[src/rtl/alu_host_master_if.sv]
// alu_host_master_if: command, ALU-slave bus, result and status signals of alu_host_master.
interface alu_host_master_if;
    logic        cmd_valid;
    logic        cmd_ready;
    logic [1:0]  cmd_type;
    logic [3:0]  cmd_idx;
    logic [31:0] cmd_data;
    logic        m_sel;
    logic        m_wr;
    logic [15:0] m_addr;
    logic [31:0] m_wdata;
    logic [31:0] m_rdata;
    logic        m_irq;
    logic        res_valid;
    logic        res_ready;
    logic [31:0] res_data;
    logic        busy;
    logic        done;
    logic        ovf_err;
    logic        timeout;

    modport master (
        input  cmd_valid, cmd_type, cmd_idx, cmd_data, m_rdata, m_irq, res_ready,
        output cmd_ready, m_sel, m_wr, m_addr, m_wdata, res_valid, res_data,
               busy, done, ovf_err, timeout
    );

    modport slave (
        output cmd_valid, cmd_type, cmd_idx, cmd_data, m_rdata, m_irq, res_ready,
        input  cmd_ready, m_sel, m_wr, m_addr, m_wdata, res_valid, res_data,
               busy, done, ovf_err, timeout
    );
endinterface

[src/rtl/alu_host_master.sv]
// alu_host_master: sequences instruction/operand loads, runs and result pops on a memory-mapped ALU slave.
// Define ALU_HOST_TIMEOUT_EN to add a 4095-cycle watchdog on the interrupt wait.
module alu_host_master (
    input  logic              clk,
    input  logic              reset,
    alu_host_master_if.master bus
);
    typedef enum logic [3:0] {
        IDLE, WR, WR_GAP, START, WAIT_IRQ, RD, RD_CAP, PUSH, CLR, CLR_GAP
    } state_e;

    localparam logic [15:0] A_START = 16'h0000;
    localparam logic [15:0] A_CLR   = 16'h0002;
    localparam logic [15:0] A_INST  = 16'h0003;
    localparam logic [15:0] A_RES   = 16'h0004;
    localparam logic [15:0] A_OPND  = 16'h0010;

    state_e      state_q;
    logic [3:0]  inst_cnt_q;
    logic [4:0]  rd_cnt_q;
    logic        sel_q;
    logic        wr_q;
    logic [15:0] addr_q;
    logic [31:0] wdata_q;
    logic [31:0] res_data_q;
    logic        res_valid_q;
    logic        done_q;
    logic        ovf_q;
`ifdef ALU_HOST_TIMEOUT_EN
    logic [11:0] tmo_cnt_q;
    logic        tmo_q;
    logic        abort_q;
`endif

    always_ff @(posedge clk) begin
        if (reset) begin
            state_q     <= IDLE;
            inst_cnt_q  <= '0;
            rd_cnt_q    <= '0;
            sel_q       <= 1'b0;
            wr_q        <= 1'b0;
            addr_q      <= '0;
            wdata_q     <= '0;
            res_data_q  <= '0;
            res_valid_q <= 1'b0;
            done_q      <= 1'b0;
            ovf_q       <= 1'b0;
`ifdef ALU_HOST_TIMEOUT_EN
            tmo_cnt_q   <= '0;
            tmo_q       <= 1'b0;
            abort_q     <= 1'b0;
`endif
        end else begin
            // bus strobes and status pulses last one cycle unless re-armed below
            sel_q   <= 1'b0;
            wr_q    <= 1'b0;
            addr_q  <= '0;
            wdata_q <= '0;
            done_q  <= 1'b0;
            ovf_q   <= 1'b0;
`ifdef ALU_HOST_TIMEOUT_EN
            tmo_q   <= 1'b0;
`endif
            case (state_q)
                IDLE: if (bus.cmd_valid) begin
                    if (bus.cmd_type == 2'd0 && inst_cnt_q == 4'd8) begin
                        ovf_q <= 1'b1;
                    end else if (bus.cmd_type == 2'd0 || bus.cmd_type == 2'd1) begin
                        sel_q      <= 1'b1;
                        wr_q       <= 1'b1;
                        wdata_q    <= bus.cmd_data;
                        addr_q     <= (bus.cmd_type == 2'd0) ? A_INST : (A_OPND | {12'd0, bus.cmd_idx});
                        inst_cnt_q <= inst_cnt_q + {3'd0, bus.cmd_type == 2'd0};
                        state_q    <= WR;
                    end else if (bus.cmd_type == 2'd2) begin
                        if (inst_cnt_q == 4'd0) begin
                            done_q <= 1'b1;
                        end else begin
                            sel_q    <= 1'b1;
                            wr_q     <= 1'b1;
                            addr_q   <= A_START;
                            wdata_q  <= 32'd1;
                            rd_cnt_q <= {inst_cnt_q, 1'b0};
                            state_q  <= START;
                        end
                    end
                end
                WR:     state_q <= WR_GAP;
                WR_GAP: state_q <= IDLE;
                START: begin
                    state_q <= WAIT_IRQ;
`ifdef ALU_HOST_TIMEOUT_EN
                    tmo_cnt_q <= '0;
`endif
                end
                WAIT_IRQ: begin
                    if (bus.m_irq) begin
                        sel_q   <= 1'b1;
                        addr_q  <= A_RES;
                        state_q <= RD;
                    end
`ifdef ALU_HOST_TIMEOUT_EN
                    else if (tmo_cnt_q == 12'd4094) begin
                        tmo_q      <= 1'b1;
                        abort_q    <= 1'b1;
                        inst_cnt_q <= '0;
                        sel_q      <= 1'b1;
                        wr_q       <= 1'b1;
                        addr_q     <= A_CLR;
                        wdata_q    <= 32'd1;
                        state_q    <= CLR;
                    end else begin
                        tmo_cnt_q <= tmo_cnt_q + 12'd1;
                    end
`endif
                end
                RD: state_q <= RD_CAP;
                RD_CAP: begin
                    res_data_q  <= bus.m_rdata;
                    res_valid_q <= 1'b1;
                    rd_cnt_q    <= rd_cnt_q - 5'd1;
                    state_q     <= PUSH;
                end
                // the next read is only issued once the held result has been taken
                PUSH: if (bus.res_ready) begin
                    res_valid_q <= 1'b0;
                    sel_q       <= 1'b1;
                    if (rd_cnt_q == 5'd0) begin
                        wr_q    <= 1'b1;
                        addr_q  <= A_CLR;
                        wdata_q <= 32'd1;
                        state_q <= CLR;
                    end else begin
                        addr_q  <= A_RES;
                        state_q <= RD;
                    end
                end
                CLR: state_q <= CLR_GAP;
                CLR_GAP: begin
                    state_q    <= IDLE;
                    inst_cnt_q <= '0;
`ifdef ALU_HOST_TIMEOUT_EN
                    done_q     <= ~abort_q;
                    abort_q    <= 1'b0;
`else
                    done_q     <= 1'b1;
`endif
                end
                default: state_q <= IDLE;
            endcase
        end
    end

    assign bus.cmd_ready = (state_q == IDLE);
    assign bus.busy      = (state_q != IDLE);
    assign bus.m_sel     = sel_q;
    assign bus.m_wr      = wr_q;
    assign bus.m_addr    = addr_q;
    assign bus.m_wdata   = wdata_q;
    assign bus.res_valid = res_valid_q;
    assign bus.res_data  = res_data_q;
    assign bus.done      = done_q;
    assign bus.ovf_err   = ovf_q;
`ifdef ALU_HOST_TIMEOUT_EN
    assign bus.timeout   = tmo_q;
`else
    assign bus.timeout   = 1'b0;
`endif
endmodule

[src/flat_wrapper.sv]
// flat-port wrapper written by rule: the top's interface ports become plain ports
module alu_host_master_flat 
  (clk, reset, bus_cmd_valid, bus_cmd_type, bus_cmd_idx, bus_cmd_data, bus_m_rdata, bus_m_irq, bus_res_ready, bus_cmd_ready, bus_m_sel, bus_m_wr, bus_m_addr, bus_m_wdata, bus_res_valid, bus_res_data, bus_busy, bus_done, bus_ovf_err, bus_timeout);
  alu_host_master_if bus_i ();
  input  logic clk;
  input  logic reset;
  input wire logic [$bits(bus_i.cmd_valid)-1:0] bus_cmd_valid;
  input wire logic [$bits(bus_i.cmd_type)-1:0] bus_cmd_type;
  input wire logic [$bits(bus_i.cmd_idx)-1:0] bus_cmd_idx;
  input wire logic [$bits(bus_i.cmd_data)-1:0] bus_cmd_data;
  input wire logic [$bits(bus_i.m_rdata)-1:0] bus_m_rdata;
  input wire logic [$bits(bus_i.m_irq)-1:0] bus_m_irq;
  input wire logic [$bits(bus_i.res_ready)-1:0] bus_res_ready;
  output wire logic [$bits(bus_i.cmd_ready)-1:0] bus_cmd_ready;
  output wire logic [$bits(bus_i.m_sel)-1:0] bus_m_sel;
  output wire logic [$bits(bus_i.m_wr)-1:0] bus_m_wr;
  output wire logic [$bits(bus_i.m_addr)-1:0] bus_m_addr;
  output wire logic [$bits(bus_i.m_wdata)-1:0] bus_m_wdata;
  output wire logic [$bits(bus_i.res_valid)-1:0] bus_res_valid;
  output wire logic [$bits(bus_i.res_data)-1:0] bus_res_data;
  output wire logic [$bits(bus_i.busy)-1:0] bus_busy;
  output wire logic [$bits(bus_i.done)-1:0] bus_done;
  output wire logic [$bits(bus_i.ovf_err)-1:0] bus_ovf_err;
  output wire logic [$bits(bus_i.timeout)-1:0] bus_timeout;
  assign bus_i.cmd_valid = bus_cmd_valid;
  assign bus_i.cmd_type = bus_cmd_type;
  assign bus_i.cmd_idx = bus_cmd_idx;
  assign bus_i.cmd_data = bus_cmd_data;
  assign bus_i.m_rdata = bus_m_rdata;
  assign bus_i.m_irq = bus_m_irq;
  assign bus_i.res_ready = bus_res_ready;
  assign bus_cmd_ready = bus_i.cmd_ready;
  assign bus_m_sel = bus_i.m_sel;
  assign bus_m_wr = bus_i.m_wr;
  assign bus_m_addr = bus_i.m_addr;
  assign bus_m_wdata = bus_i.m_wdata;
  assign bus_res_valid = bus_i.res_valid;
  assign bus_res_data = bus_i.res_data;
  assign bus_busy = bus_i.busy;
  assign bus_done = bus_i.done;
  assign bus_ovf_err = bus_i.ovf_err;
  assign bus_timeout = bus_i.timeout;
  alu_host_master u_core (.clk(clk), .reset(reset), .bus(bus_i));
endmodule
[config.mk]
export PLATFORM = sky130hd
export DESIGN_NAME = alu_host_master_flat
export DESIGN_NICKNAME = d
export VERILOG_FILES = /design/src/rtl/alu_host_master_if.sv /design/src/rtl/alu_host_master.sv /design/src/flat_wrapper.sv
export SDC_FILE = /design/constraint.sdc
export NUM_CORES = 1
export LEC_CHECK = 0
export CAP_MARGIN = 5
export CORE_MARGIN = 2
export CORE_UTILIZATION = 35
export CTS_BUF_LIST = sky130_fd_sc_hd__clkbuf_8
export DETAILED_ROUTE_END_ITERATION = 7
export GPL_TIMING_DRIVEN = 1
export PLACE_DENSITY_LB_ADDON = 0.2
export SYNTH_ARGS = -nofsm -noshare
export SYNTH_HDL_FRONTEND = slang
export SYNTH_SLANG_ARGS = --single-unit
[constraint.sdc]
create_clock -name clk -period 3.55 [get_ports clk]
set_input_delay 0.355 -clock clk [delete_from_list [all_inputs] [get_ports clk]]
set_output_delay 0.355 -clock clk [all_outputs]
set_load 0.02 [all_outputs]
Yosys cells after proc, flatten, opt, wreduce, memory -nomap -nowiden. Index checks and enable logic that the tools add are counted. W data, S select, Z words.

Muxes and demuxes: 55. Bitwise logic cells: 2. Reduce and logical (&&, ||, !) cells: 15. Eq/ne operators: 21. Add/subtract/negate cells: 2.

Operator list (count): $mux W32 (5); $mux W16 (4); $pmux W32 S2 (1); $pmux W16 S3 (1); $mux W4 (11); $pmux W4 S8 (1); $mux W5 (6); $mux W1 (18); $eq A4 B3 Y1 const B (4); $eq A4 B4 Y1 const B (3); $ne A2 B2 Y1 const B (6); $reduce_and A6 Y1 (2); $pmux W5 S2 (1); $logic_not A4 Y1 (2); $pmux W4 S2 (1); $mux W3 (2); $pmux W1 S2 (3); $reduce_bool A2 Y1 (3); $logic_not A5 Y1 (1); $sub A5 B1 Y5 const B (1); $add A4 B1 Y4 (1); $eq A4 B1 Y1 const B (1); $eq A4 B2 Y1 const B (1); $ne A2 B1 Y1 const B (2); other kinds (13) (14).

Flip-flop bits (word level): 98. Bits of input ports: 75. Output and inout port bits: 88.

Logic depth before layout (Yosys ltp).
Depth in word-level cells: 7. Mapped depth: 7. Gate-level depth less buffers: 6.

Least setup slack after synthesis. Ideal clock, no wire load.

Path type: reg2reg. Start point: register u_core.state_q[2]. End point: register u_core.inst_cnt_q[3]. Cell stages (with the launch flop): 7. Data arrival time: 1.980 ns. Slack: 1.500 ns. Buffers on the path: 1. Library setup time: 0.070 ns. Clock period less this slack: 2.050 ns. Cells stage by stage: dfxtp_1 -> buf_2 -> nor4_4 -> inv_2 -> a2111o_1 -> or3_1 -> a21oi_1.

Cells in the longest elaborated chain, start to end: 3.

Ends and longest elaborated chain: start: declaration (line alu_host_master.sv:18) `state_e state_q;`; start signal: assignment (line alu_host_master.sv:37) `state_q <= IDLE;`; start signal: assignment (line alu_host_master.sv:74) `state_q <= WR;`; start signal: assignment (line alu_host_master.sv:84) `state_q <= START;`; $logic_not A4 Y1 (*); net bus_cmd_ready (line flat_wrapper.sv:14) `output wire logic [$bits(bus_i.cmd_ready)-1:0] bus_cmd_ready;`; $ne A2 B1 Y1 (no line) (tied with other cells); $reduce_and A4 Y1 (no line); end signal: assignment (line alu_host_master.sv:73) `inst_cnt_q <= inst_cnt_q + {3'd0, bus.cmd_type == 2'd0};`; end: declaration (line alu_host_master.sv:19) `logic [3:0] inst_cnt_q;`.

Mark *: on every way through the listed nets, which the timed path passes. The rest lies on a longest branch. A chain may end at the register's enable or synchronous reset.

Worst setup path after layout.
Start point: register u_core.state_q[1]. End point: output port bus_cmd_ready.

Cells in the longest elaborated chain, start to end: 1.

Ends and longest elaborated chain: $logic_not A4 Y1 (line alu_host_master.sv:154) `assign bus.cmd_ready = (state_q == IDLE);`; end: declaration (line flat_wrapper.sv:14).

No other way between the ends.

==> impl_metrics.toml <==
[outcome]
status = "complete, no violations"

[floorplan]
die_w_um = 99.9
pin_count = 163
chipHeight_um = 99.9
core_sq_um = 9060
rows = 35
initial_core_util = 0.355
dieArea_sq_um = 9990

[placement]
io_buffers = 150
hpwl_mm = 5.62
dp_cells = 605
gp_congestion = 0.745
place_area_sq_um = 4750

[drt]
drc = 0
wl_per_cell_um = 12.9
ant_nets = 0
initialDrtViolationCount = 135
vias = 2920
wirelength_mm = 7.99
via_per_inst = 4.70
drt_pre_antenna_iters = 5

[cells_and_area]
layout.nets = 582
stdcell_area_sq_um = 4950
fin_util = 0.546
num_antenna_cells = 0
instances_no_fill = 621
layout-drive-gt1-share = 0.0490
nFillCells = 826
syn_to_final_growth_pct = 53.6

[clock_tree]
cts_resized = 0
insertion_delay_ns = 0.35
cts-root-buf = "clkbuf_8"
cts-hold-fix-buffers = 0
clock_path_buffers = 2
cts_sinks = 87
post_cts_buffers = 0
clk_pin_slew_ns = 0.09
cts_max_level = 3
cts_made_buffers = 9
cts_tree = "done"

[timing]
worstMarginPinSlew_ns = 0.994
relSlewSlack = 0.328
worst_hold_slack_ns = 0.456
clock_skew_ns = 0.00794
maxSlewViolCount = 0
max_freq_ghz = 0.408
finalCritPeriodShare = 0.691
setup_viol = 0
grt_setup_unrepaired = "false"
finalSetupTns_ns = 0
final_hold_viol_count = 0
min_period_ns = 2.45

[worst_setup_path]
worstSetupPathType = "register to primary output"
worst_setup_path_end_kind = "primary output"
r2r_cells = 6
crit_fanout = 16
cp-start-kind = "register"
crit_required_ns = 3.19
cp_data_arrival_time_ns = 2.10

[power_and_ir_drop]
peakVddDrop_uv = 239
p_leak_nw = 1.76
powerDensity_nw_per_um2 = 467

[yosys]
synth_compound_area_frac = 0.139
synth_top_area_cell = "dfxtp_1"
synth-simple-area-share = 0.241
synth_area_leaders = "dfxtp_1 (54%), nand2_1 (8.5%), a21oi_1 (7.3%), and2_1 (6.4%), buf_4 (2.8%)"
synth_seq_area_share = 0.541
synth.avg_cell_area_sq_um = 8.90
synth_area_sq_um = 3220
synth_top_area_share = 0.541
yosysMostFrequentCell = "dfxtp_1"
async_reset_ff_frac = 0
synthAdderAreaFrac = 0.00777
synth_edf_count = 0
yosys_warnings = 0
ys_types = 48
synthMuxAreaShare = 0.00622
ys_ff_latch = 87
synth_top_family_by_area = "simple AND/OR/NAND/NOR gates"
ys.flop_type = "dfxtp_1"
synth_top_cells_by_count = "dfxtp_1 (87), nand2_1 (73), a21oi_1 (47), and2_1 (33), clkbuf_1 (15)"
synthCells = 362
yosys.area_share.xor_xnor = 0.00272

[global_routing]
grt_antenna_before_repair = 0
grt_max_degree = 49
grt_usage = 0.160
grt-ovfl-total = 0
grt_pass1_vias = 2836
grt_pass1_wl_mm = 12.8

[run]
max_cap_viol_count = 0

[hold_path]
hold_path_depth = 2
worstHoldPathType = "register to register"
==> routing by layer <==
metal / GRT usage / share of wire / vias up
met5: 0 / 0 / -
met3: 0.0717 / 0.11 / 12
met1: 0.192 / 0.42 / 1301
met4: 0.0611 / 0.017 / 0
li1: - / - / 1479
met2: 0.252 / 0.45 / 128
==> through the flow <==
stage | setup slack, ns | total power, mW
final | 1.10 | 2.31
after global routing | 0.994 | 2.43
after CTS | 1.12 | 2.34
after detailed placement | 1.24 | 1.64
after global placement | 1.31 | 1.64
after floorplan | 1.50 | 1.41
==> flip-flops by register name, summed over array words and instances, names as in the netlist <==
register / cells
u_core.bus.m_addr: 5
u_core.bus.m_wdata: 32
u_core.inst_cnt_q: 4
u_core.bus.ovf_err: 1
u_core.bus.m_wr: 1
u_core.bus.m_sel: 1
u_core.bus.done: 1
u_core.rd_cnt_q: 5
u_core.bus.res_valid: 1
u_core.bus.res_data: 32
u_core.state_q: 4
==> placed cells by master (no fill, tap or decap), drive strengths merged, types with 2 or more instances in the layout <==
master         synthesis  final
nor2b                  3      3
ha                     2      2
nor4b                  2      2
dfxtp                 87     87
nand2                 73     73
mux2i                  2      2
nor4                   3      3
a31oi                  3      3
o21ai                 10     10
clkbuf                18      9
nand2b                 3      3
clkinv                 0      2
nor3                   4      4
a211oi                 2      2
nor2                  11     11
and2                  33     33
and3                   3      3
buf                   14      4
nand4                  4      4
o211ai                 2      2
inv                    7      7
conb                   1     12
clkinvlp               0      4
nand4b                 2      2
clkdlybuf4s50          0    149
nand3                  4      4
o21a                   2      2
a21oi                 47     47
or3                    3      3
==> cell type report <==
cell class	count	area [sq um]	area share
flip-flops and latches	87	1740	0.352
repair buffers	153	1520	0.307
multi-input cells	247	1320	0.267
well taps	111	139	0.0281
clock buffers	9	124	0.0250
clock inverters	7	73.8	0.0149
inverters	7	26.3	0.00531
==> worst max-delay path, cell delays in order (launching register included) <==
cell	delay [ns]
dfxtp_1	0.48
nor4_4	0.55
clkdlybuf4s50_1	0.72
==> final timing paths <==
| path | from | endpoint | slack [ns] |
|---|---|---|---|
| worst max-delay path | u_core.state_q[1] | bus_cmd_ready | 1.10 |
| worst min register to register | u_core.bus.res_data[26] | u_core.bus.res_data[26] | 0.46 |
| worst min-delay path | u_core.bus.res_data[26] | u_core.bus.res_data[26] | 0.46 |
| worst max register to register | u_core.state_q[1] | u_core.bus.m_wdata[30] | 1.39 |
==> power by group <==
group,internal [mW],switching (mW)
combinational,0.263,0.269
sequential,1.03,0.0597
clock,0.325,0.359
==> logic make-up (layout without fill, tap and decap cells) <==
| family | Yosys count | count (layout) |
|---|---|---|
| adder cells (fa/ha/maj) | 2 | 2 |
| multiplexers | 2 | 2 |
| XOR/XNOR | 1 | 1 |
| AO/OA/AOI/OAI | 77 | 77 |
| flip-flops | 87 | 87 |
| buffers and inverters | 39 | 176 |
| other | 1 | 12 |
| AND/OR/NAND/NOR | 153 | 153 |
Power figures use the tool's default switching activity.
